--- config.mk ---
export PLATFORM = sky130hd
export DESIGN_NAME = gyro_sample_sched
export DESIGN_NICKNAME = d
export VERILOG_FILES = /design/src/rtl/gyro_sample_sched.sv
export SDC_FILE = /design/constraint.sdc
export NUM_CORES = 1
export LEC_CHECK = 0
export CAP_MARGIN = 20
export CORE_UTILIZATION = 34
export DETAILED_ROUTE_END_ITERATION = 6
export GPL_ROUTABILITY_DRIVEN = 0
export PLACE_DENSITY_LB_ADDON = 0.08
export RECOVER_POWER = 100
export SLEW_MARGIN = 20
export SYNTH_ARGS = -nofsm -noshare
export SYNTH_HDL_FRONTEND = slang
export SYNTH_SLANG_ARGS = --single-unit
--- constraint.sdc ---
create_clock -name clk_i -period 11.34 [get_ports clk_i]
set_input_delay 2.268 -clock clk_i [delete_from_list [all_inputs] [get_ports clk_i]]
set_output_delay 2.268 -clock clk_i [all_outputs]
set_load 0.02 [all_outputs]
--- src/rtl/gyro_sample_sched.sv ---
// Gyro sampling controller: fixed-period tick, X/Y/Z reads over a req/ack handshake,
// zero-rate bias calibration and saturated bias-corrected rate outputs with a VALID strobe.
module gyro_sample_sched #(
  parameter int TICK_CYCLES = 50000,
  parameter int CAL_SAMPLES = 16
) (
  input  logic        clk_i,
  input  logic        rst_i,
  input  logic        cal_i,
  output logic        rd_req_o,
  output logic [1:0]  rd_addr_o,
  input  logic        rd_ack_i,
  input  logic [15:0] rd_data_i,
  output logic [15:0] dx_o,
  output logic [15:0] dy_o,
  output logic [15:0] dz_o,
  output logic        valid_o,
  output logic        cal_busy_o,
  output logic        overrun_o
);
  localparam int CW = $clog2(TICK_CYCLES);
  localparam int SH = $clog2(CAL_SAMPLES);
  localparam int AW = 16 + SH;
  localparam logic [CW-1:0] TICK_LAST = CW'(TICK_CYCLES - 1);
  localparam logic [SH-1:0] SET_LAST  = SH'(CAL_SAMPLES - 1);

  typedef enum logic [2:0] {S_IDLE, S_RDX, S_RDY, S_RDZ, S_UPD} state_t;

  state_t              state_q, state_d;
  logic [CW-1:0]       cnt_q;
  logic                tick, upd, consume, cap;
  logic [1:0]          cap_idx;
  logic                rd_req_q, rd_req_d;
  logic [1:0]          rd_addr_q, rd_addr_d;
  logic [2:0][15:0]    raw_q, bias_q, d_q, bias_new, d_sat;
  logic [2:0][16:0]    diff;
  logic [2:0][AW-1:0]  acc_q, acc_sum;
  logic [SH-1:0]       set_q;
  logic                pend_q, cal_busy_q, valid_q, overrun_q;

  assign tick    = (cnt_q == TICK_LAST);
  assign upd     = (state_q == S_UPD);
  // A pending or same-cycle CAL is taken only between sets, so an in-flight set finishes first.
  assign consume = (state_q == S_IDLE) && (pend_q || cal_i);

  always_ff @(posedge clk_i or posedge rst_i) begin
    if (rst_i) state_q <= S_IDLE;
    else       state_q <= state_d;
  end

  always_comb begin
    state_d = state_q;
    case (state_q)
      S_IDLE:  if (tick)     state_d = S_RDX;
      S_RDX:   if (rd_ack_i) state_d = S_RDY;
      S_RDY:   if (rd_ack_i) state_d = S_RDZ;
      S_RDZ:   if (rd_ack_i) state_d = S_UPD;
      S_UPD:                 state_d = S_IDLE;
      default:               state_d = S_IDLE;
    endcase
  end

  always_comb begin
    rd_req_d  = (state_d == S_RDX) || (state_d == S_RDY) || (state_d == S_RDZ);
    rd_addr_d = 2'd0;
    if (state_d == S_RDY) rd_addr_d = 2'd1;
    if (state_d == S_RDZ) rd_addr_d = 2'd2;
    cap       = 1'b0;
    cap_idx   = 2'd0;
    case (state_q)
      S_RDX: begin cap = rd_ack_i; cap_idx = 2'd0; end
      S_RDY: begin cap = rd_ack_i; cap_idx = 2'd1; end
      S_RDZ: begin cap = rd_ack_i; cap_idx = 2'd2; end
      default: ;
    endcase
  end

  // Accumulator is 16+SH wide, so its top 16 bits are exactly acc >>> SH.
  always_comb begin
    for (int i = 0; i < 3; i++) begin
      acc_sum[i]  = acc_q[i] + {{SH{raw_q[i][15]}}, raw_q[i]};
      bias_new[i] = acc_sum[i][AW-1:SH];
      diff[i]     = {raw_q[i][15], raw_q[i]} - {bias_q[i][15], bias_q[i]};
      if (diff[i][16] != diff[i][15])
        d_sat[i] = diff[i][16] ? 16'h8000 : 16'h7fff;
      else
        d_sat[i] = diff[i][15:0];
    end
  end

  always_ff @(posedge clk_i or posedge rst_i) begin
    if (rst_i) begin
      cnt_q      <= '0;
      rd_req_q   <= 1'b0;
      rd_addr_q  <= 2'd0;
      raw_q      <= '0;
      bias_q     <= '0;
      acc_q      <= '0;
      set_q      <= '0;
      d_q        <= '0;
      pend_q     <= 1'b0;
      cal_busy_q <= 1'b1;
      valid_q    <= 1'b0;
      overrun_q  <= 1'b0;
    end else begin
      cnt_q     <= tick ? '0 : cnt_q + 1'b1;
      rd_req_q  <= rd_req_d;
      rd_addr_q <= rd_addr_d;
      pend_q    <= consume ? 1'b0 : (pend_q | cal_i);
      if (tick && state_q != S_IDLE) overrun_q <= 1'b1;
      if (cap) raw_q[cap_idx] <= rd_data_i;
      valid_q <= upd && !cal_busy_q;
      if (upd && !cal_busy_q) d_q <= d_sat;
      if (consume) begin
        cal_busy_q <= 1'b1;
        acc_q      <= '0;
        set_q      <= '0;
        bias_q     <= '0;
      end else if (upd && cal_busy_q) begin
        if (set_q == SET_LAST) begin
          bias_q     <= bias_new;
          acc_q      <= '0;
          set_q      <= '0;
          cal_busy_q <= 1'b0;
        end else begin
          acc_q <= acc_sum;
          set_q <= set_q + 1'b1;
        end
      end
    end
  end

  assign rd_req_o   = rd_req_q;
  assign rd_addr_o  = rd_addr_q;
  assign dx_o       = d_q[0];
  assign dy_o       = d_q[1];
  assign dz_o       = d_q[2];
  assign valid_o    = valid_q;
  assign cal_busy_o = cal_busy_q;
  assign overrun_o  = overrun_q;
endmodule

== Word-level counts from Yosys, hierarchy flattened ==
Index checks and enable logic that the tools add are counted.
Word-level totals
  register bits: 234
  input bits: 20
  output and inout bits: 54
  word-level logic and storage cells: 91
Operators by class
  add/sub/neg operators: 8
  order comparisons: 2
  eq/ne operators: 12
  multiplexer cells: 32
  bitwise operators: 1
  reductions and logical operators: 15
Operator list (count)
  $mux W60: 3
  $mux W48: 3
  $mux W16: 8
  $add A20 B20 Y20: 3
  $sub A16 B16 Y17: 3
  $bwmux W48: 1
  $demux W16 S2: 1
  $add A16 B1 Y16 const B: 1
  $eq A16 B16 Y1 const B: 1
  $eq A3 B2 Y1 const B: 4
  $mux W3: 4
  $mux W4: 3
  $pmux W3 S4: 1
  $eq A3 B1 Y1 const B: 2
  $mux W1: 6
  $logic_and A1 B1 Y1: 5
  $add A4 B1 Y4 const B: 1
  $eq A4 B4 Y1 const B: 1
  $pmux W2 S2: 1
  $reduce_bool A2 Y1: 2
  $eq A3 B3 Y1 const B: 1
  $logic_not A3 Y1: 1
  $logic_or A1 B1 Y1: 3
  $lt A2 B3 Y1 const B: 1
  8 further kinds: 10

== Logic depth before layout (Yosys ltp) ==
Gate-level depths: netlist of the first run.
  depth in word-level cells: 7
  mapped depth: 13
  depth with buffers taken out: 12

== Worst setup path after synthesis of the first run ==
Ideal clock, no wire load.
  kind: in2reg
  start: input rd_ack_i
  end: register raw_q[15] (netlist bit)
  setup time: 0.125 ns
  arrival: 3.612 ns
  required time: 11.215 ns
  path slack: 7.603 ns
  stages on the path: 5
  buffers on the path: 1
  cell sequence: nor2b_1 > nand2_1 > nor2_1 > clkbuf_1 > mux2_2
Between the ends
  cells in the longest elaborated chain, start to end: 1
RTL lines
  start: declaration: line 12  | input logic rd_ack_i,
  $mux W1: line 70  | case (state_q)
  end signal: indexed assignment: line 111  | if (cap) raw_q[cap_idx] <= rd_data_i;
  end: declaration: line 35  | logic [2:0][15:0] raw_q, bias_q, d_q, bias_new, d_sat;
No other way between the ends.
A chain may end at the register's enable or synchronous reset.

==> summary.txt, run 1 <==
Status
  • Outcome: finished, violations left
  • Violated checks: capacitance limit, slew limit

GRT
  • Vias in the first global route: about 11000
  • Initial antenna violation count: 1
  • Global-route wire length before repair: about 65000 um
  • Total gr overflow: 0
  • Pin count of the biggest net entering global routing: ~110
  • Overall global routing resource usage: 18.4%

Cells and area
  • P&R area growth vs syn: 15.5%
  • Final core area utilization: about two fifths
  • Number of diodes: 0
  • Fraction of layout cells with a size suffix above 1: under 10%
  • Fillcell total: approximately 4200
  • Fin cells: approximately 2300
  • Final Net Count: about 1800

STA
  • Slew HR: -252%
  • Final setup violating endpoints: 0
  • Hold Slack: 0.463 ns
  • Max Slew Vio Count: 231
  • Slew @ Worst Pin: between 5 and 6 ns
  • FMAX: 159 MHz
  • Min Tclk post-route: roughly 6.3 ns
  • Clock skew: around 0.0091 ns
  • Final period utilization: between 50 and 60%
  • Fin. Hold Viols: 0
  • TNS Setup: 0 ns
  • Unrepaired setup endpoints after global routing: no

CTS
  • CTS Hold Bufs: 0
  • Root cell of the clock tree: clkbuf_16
  • H-tree depth: 1
  • CTS tree: built
  • Post-CTS setup buffers: 0
  • Clock transition at the registers of the reported paths: around 0.06 ns
  • Post_cts resized: 0
  • Clk Latency, worst-skew pair: approximately 0.57 ns
  • CTS max path bufs: 3
  • Sink Count: about 230
  • CTS buffer count: 31

Routing
  • Initial drt markers: slightly below 700
  • Antenna Nets Post-Route: 0
  • Via count: between 10000 and 15000
  • Via/cell ratio: roughly 5.2
  • TritonRoute pass-1 iters: 5
  • Detailed Route WL: about 40000 um
  • Residual DRC: 0
  • Wire per inst: around 18 um

Die
  • Die Wd: 210 um
  • Io pins: 74
  • Row cnt: 75
  • Core ar.: approximately 42000 sq um
  • Die height: around 210 um
  • Die area: roughly 44000 sq um
  • Starting Density: between 30% and 40%

Placed design
  • Post-DP HPWL: about 28000 um
  • Placed Cells: between 2000 and 2500
  • Number of port buffers: 73

Logic synthesis
  • Top FF cell, synth: dfrtp_1
  • Seq/Total Area, Yosys: about two fifths
  • Mean post-synth cell area: roughly 9 sq um
  • Synth async-reset ratio: 100%
  • Netlist Area Pre-Place: 14700 sq um
  • Yosys reg bits: about 230
  • Number of synthesized flops with an enable pin: 0
  • Mapped Cells: 1609
  • Post-synth cell types: 81
  • Synth warnings: 0
  • Mapped Nets: 1742

Critical path
  • Required time worst endpoint: approximately 12 ns
  • Worst setup EP type: asynchronous set/reset pin
  • CP Max Fanout: ~110
  • WP data arrival: about 6.9 ns
  • R2r setup slk: a little over 7 ns
  • Critical path class: input pin to asynchronous set/reset pin
  • CP Launch Type: input pin

Power
  • VDD IR max: between 0.1 and 0.15 mV
  • Leak Pwr: 0.00799 uW
  • PwrDens: around 110 nW/um^2

Hold path
  • Worst Hold Class: flip-flop to flip-flop

Flow run
  • MaxCap Viol Count: 4
worst max-delay path, cell delays in order:
cell,delay (ns)
dlygate4sd3_1,0.54
clkinvlp_2,2.92
buf_4,0.98
cell usage after synthesis (8+ instances only):
master      n  share of area (%)
nand2_1   234                6.0
dfrtp_1   233                 40
a21oi_1   129                4.4
o21ai_0   110                3.7
ha_1      107                9.1
inv_1      86                2.2
nor2_1     84                2.1
xnor2_1    64                3.8
clkbuf_1   58                1.5
a22o_1     48                2.9
xor2_1     42                2.5
o21ai_1    34                1.2
mux2_2     32                2.4
nand3_1    31                1.1
a21o_1     30                1.5
a211oi_1   21                1.1
o21a_1     21                1.1
maj3_2     17                1.3
nor2b_1    16               0.68
o31ai_1    16               0.82
nand2b_1   14               0.59
o21bai_1   13               0.66
and3_1     11               0.47
nor3_1     10               0.34
maj3_1      8               0.54
o211ai_1    8               0.41
o221ai_1    8               0.48
through the flow:
step / worst slack [ns] / total power [uW] / area, sq um
after global placement: 6.74 / 893 / 16000
after global routing: 4.11 / 1940 / 17000
after detailed placement: 6.79 / 893 / 16000
after CTS: 7.27 / 1910 / 17100
after floorplan: 2.66 / 869 / 14700
final: 5.07 / 1880 / 17000
metal layers:
layer / share of wire, % / GRT usage [%]
met4: 2.9 / 5.26
met3: 3.0 / 2.40
met1: 49 / 25.5
met2: 46 / 29.9
met5: 0 / 0
placed cells by master (no fill, tap or decap), types with 14 or more instances in the layout:
cell type,instances
nand2b_1,14
mux2_2,32
o31ai_1,15
nor2b_1,16
o21ai_0,117
a22o_1,48
a21o_1,30
a21oi_1,129
clkdlybuf4s50_1,16
dlygate4sd3_1,57
xnor2_1,64
a211oi_1,21
o21ai_1,27
o21a_1,21
xor2_1,42
clkbuf_16,31
maj3_1,25
nand2_1,233
nand3_1,31
dfrtp_1,233
inv_1,85
nor2_1,82
ha_1,107
kinds of logic after synthesis:
logic type,count (synthesis),share of synthesized area (%)
and+or+nand+nor,444,13.5
adders and majority gates,138,11.8
buffers and inverters,155,4.09
DFF,234,39.8
muxes,39,2.93
xor gates and xnor gates,108,6.57
AOI/OAI and AO/OA,491,21.4
worst paths after layout:
path | from | end | cells past startpoint
worst min-delay path | overrun_o | overrun_o | 1
max in group clk_i | cal_i | set_q[3] | 8
worst min register to register | overrun_o | overrun_o | 1
worst max-delay path | rst_i | acc_q[39] | 3
worst max register to register | state_q[2] | set_q[3] | 6
min in group asynchronous | rst_i | cnt_q[10] | 2
where the power goes:
group / total, uW / leakage (uW) / switching [uW] / internal (uW)
logic: 39.6 / 0.00425 / 32.2 / 7.40
registers: 836 / 0.00323 / 0.000000000000234 / 836
clock network: 1000 / 0.000514 / 380 / 620
total: 1880 / 0.00799 / 412 / 1460
sequential cells by signal, indices dropped and copies added (netlist names), 3 cells and up:
signal   count
cnt_q       16
dz_o        16
dx_o        16
acc_q       60
set_q        4
raw_q       48
bias_q      48
state_q      3
dy_o        16
area by class of cell:
class | instances | area [sq um] | area share [%]
well taps | 577 | 722 | 4.24
clock buffers | 51 | 971 | 5.71
clock inverters | 4 | 70.1 | 0.412
repair buffers | 85 | 802 | 4.72
multi-input cells | 1220 | 8260 | 48.6
inverters | 87 | 328 | 1.93
flip-flops and latches | 234 | 5860 | 34.4
(Power assumes the default switching activity.)
==> run 2: changes to the inputs <==
- clock period: 11.34 -> 6.17 ns (I/O delays scaled with it)
==> run 2 against run 1 <==
Net effect:
- the flow still finishes with violations (capacitance limit, slew limit)
- total power rose by 92%
- global-route usage rose by 0.19 points
- clock-buffer cell count fell by 12
- register-to-register slack got worse by 5.4 ns
- worst setup slack got worse by 3.4 ns
- largest power group unchanged
- highest routed layer unchanged
==> summary.txt, run 2 (synthesis gave the netlist of run 1 again) <==
Power
  • VDD IR max: 0.195 mV (was 0.107 mV)
  • PwrDens: 211 nW/um^2 (was 110 nW/um^2)
  • Leak Pwr: 0.00803 uW (was 0.00799 uW)
  • Total power: 3600 uW (was 1880 uW)

STA
  • Final period utilization: between 70% and 80%
  • Slew @ Worst Pin: 2.47 ns (was 5.24 ns)
  • Min Tclk post-route: approximately 4.5 ns
  • Unrepaired setup endpoints after global routing: no (unchanged)
  • FMAX: 220 MHz
  • Fin. Hold Viols: 0 (unchanged)
  • Slew HR: -64.4% (was -252%)
  • Max Slew Vio Count: 338 (was 231)
  • TNS Setup: 0 ns (unchanged)
  • Hold Slack: 0.468 ns (was 0.463 ns)
  • Clock skew: 0.0127 ns (was 0.00907 ns)
  • Final setup violating endpoints: 0 (unchanged)

Routing
  • Residual DRC: 0 (unchanged)
  • Initial drt markers: 614 (was 677)
  • TritonRoute pass-1 iters: 5 (unchanged)
  • Wire per inst: 17.8 um (was 17.7 um)
  • Detailed Route WL: 40200 um (was 40000 um)
  • Via count: 11700 (about the same)
  • Antenna Nets Post-Route: 0 (unchanged)
  • Via/cell ratio: 5.19 (was 5.20)

CTS
  • Clock transition at the registers of the reported paths: 0.06 ns (about the same)
  • H-tree depth: 1 (unchanged)
  • CTS Hold Bufs: 0 (unchanged)
  • CTS tree: built (unchanged)
  • Post_cts resized: 0 (unchanged)
  • Post-CTS setup buffers: 0 (unchanged)
  • Clk Latency, worst-skew pair: 0.57 ns (about the same)
  • CTS max path bufs: 3 (unchanged)
  • CTS buffer count: 30 (was 31)
  • Sink Count: 234 (unchanged)
  • Root cell of the clock tree: clkbuf_16 (unchanged)

Cells and area
  • Largest registers: acc_q: 60 flops, bias_q: 48 flops, raw_q: 48 flops (unchanged)
  • Most frequent cells in the layout: 234 x nand2_1, 233 x dfrtp_1, 129 x a21oi_1 (was 233 x nand2_1, 233 x dfrtp_1, 129 x a21oi_1)
  • Commonest non-fill, non-tap cell in the layout: nand2_1
  • P&R area growth vs syn: 15.9% (was 15.5%)
  • Fraction of layout cells with a size suffix above 1: 6.60% (was 6.54%)
  • Largest register by flop count: acc_q (unchanged)
  • Final Net Count: 1791 (was 1792)
  • Number of diodes: 0 (unchanged)
  • Fillcell total: 4236 (was 4224)
  • Max reg flops: 60 (unchanged)
  • Final core area utilization: 40.3% (was 40.2%)

Critical path
  • Family with the most delay on the worst path: buffers and inverters (unchanged)
  • CP Max Fanout: 26 (was 111)
  • Required time worst endpoint: 6.52 ns (was 11.94 ns)
  • CP max stage delay: 1.18 ns (was 2.92 ns)
  • Critical path class: input pin to flip-flop (was input pin to asynchronous set/reset pin)
  • Worst path depth: 8 (was 3)
  • CP dominant cell by count: nor2_1
  • WP data arrival: 4.89 ns (was 6.87 ns)
  • Crit path cell chain: dlygate4sd3_1 > nor2_1 > nor2_1 > clkbuf_1 > nor2_1 > buf_4 > nand2_1 > o21ai_0 (was dlygate4sd3_1 > clkinvlp_2 > buf_4)
  • CP Buf/Inv Count: 3 (unchanged)
  • Worst setup EP type: flip-flop (was asynchronous set/reset pin)
  • Critical path's slowest cell: clkbuf_1 (was clkinvlp_2)
  • Reg2Reg Depth: 7 (was 6)
  • CP Launch Type: input pin (unchanged)

Placed design
  • Number of port buffers: 73 (unchanged)
  • Post-DP HPWL: 28600 um (was 28100 um)

Hold path
  • Cells on Worst Hold Path: 1 (unchanged)
  • Worst Hold Class: flip-flop to flip-flop (unchanged)

GRT
  • Global-route wire length before repair: 65100 um (was 64500 um)
  • Pin count of the biggest net entering global routing: 171 (was 112)
  • Total gr overflow: 0 (unchanged)
  • Initial antenna violation count: 1 (unchanged)
  • Overall global routing resource usage: 18.6% (was 18.4%)
  • Vias in the first global route: 11600 (was 11400)

Die
  • Die Wd: 210 um (unchanged)
  • Starting Density: 34.8% (unchanged)
  • Die height: 210 um (unchanged)
  • Die area: 44100 sq um (unchanged)
  • Core ar.: 42300 sq um (unchanged)
  • Row cnt: 75 (unchanged)
  • Io pins: 74 (unchanged)

Status
  • Violated checks: capacitance limit, slew limit (unchanged)
  • Outcome: finished, violations left (unchanged)

Flow run
  • MaxCap Viol Count: 8 (was 4)
## run 2: cell count changes in the layout (fill, tap and decap cells not counted), sizes merged
| cell | previous run | this run |
|---|---|---|
| clkbuf | 56 | 45 |
| bufinv | 2 | 7 |
| clkinv | 3 | 8 |
| buf | 7 | 6 |
| clkinvlp | 1 | 2 |
| inv | 85 | 86 |
## run 2: stage by stage
step                setup slack [ns]  cells  instance area (sq um)
floorplan                       1.87   1609                  14700
global placement                2.55   2203                  16000
detailed placement              2.56   2203                  16000
CTS                             2.72   2258                  17200
global route                    1.21   2258                  17100
finish                          1.63   2258                  17100
## run 2: per-layer routing
layer	share of wire, %	track usage [%]	routed length [um]
met5	0	0	0
met4	1.6	3.35	643
met3	3.1	2.40	1240
met2	47	31.2	18900
met1	48	25.8	19500
## run 2: path summary, 6_finish.rpt
check / startpoint / to / slack (ns)
min in group asynchronous: rst_i / dz_o[11] / 1.24
max reg2reg: state_q[1] / bias_q[8] / 1.72
min: overrun_o / overrun_o / 0.47
min reg2reg: overrun_o / overrun_o / 0.47
max: cal_i / bias_q[31] / 1.63
max in group asynchronous: rst_i / dy_o[13] / 2.00
## run 2: report_power, final
part           total, uW      switching, uW  internal [uW]  leakage [uW]
Combinational       72.5               59.3           13.2       0.00424
Sequential          1540  0.000000000000430           1540       0.00323
Clock               1990                719           1270      0.000560
## run 2: layout make-up
class                      count  area (sq um)  share of cell area (%)
clock buffer                  39           866                    5.07
tap                          577           722                    4.23
timing repair buffer          85           802                    4.70
clock inverter                16           264                    1.55
inverter                      87           328                    1.92
multi-input combinational   1220          8240                    48.2
sequential                   234          5860                    34.3
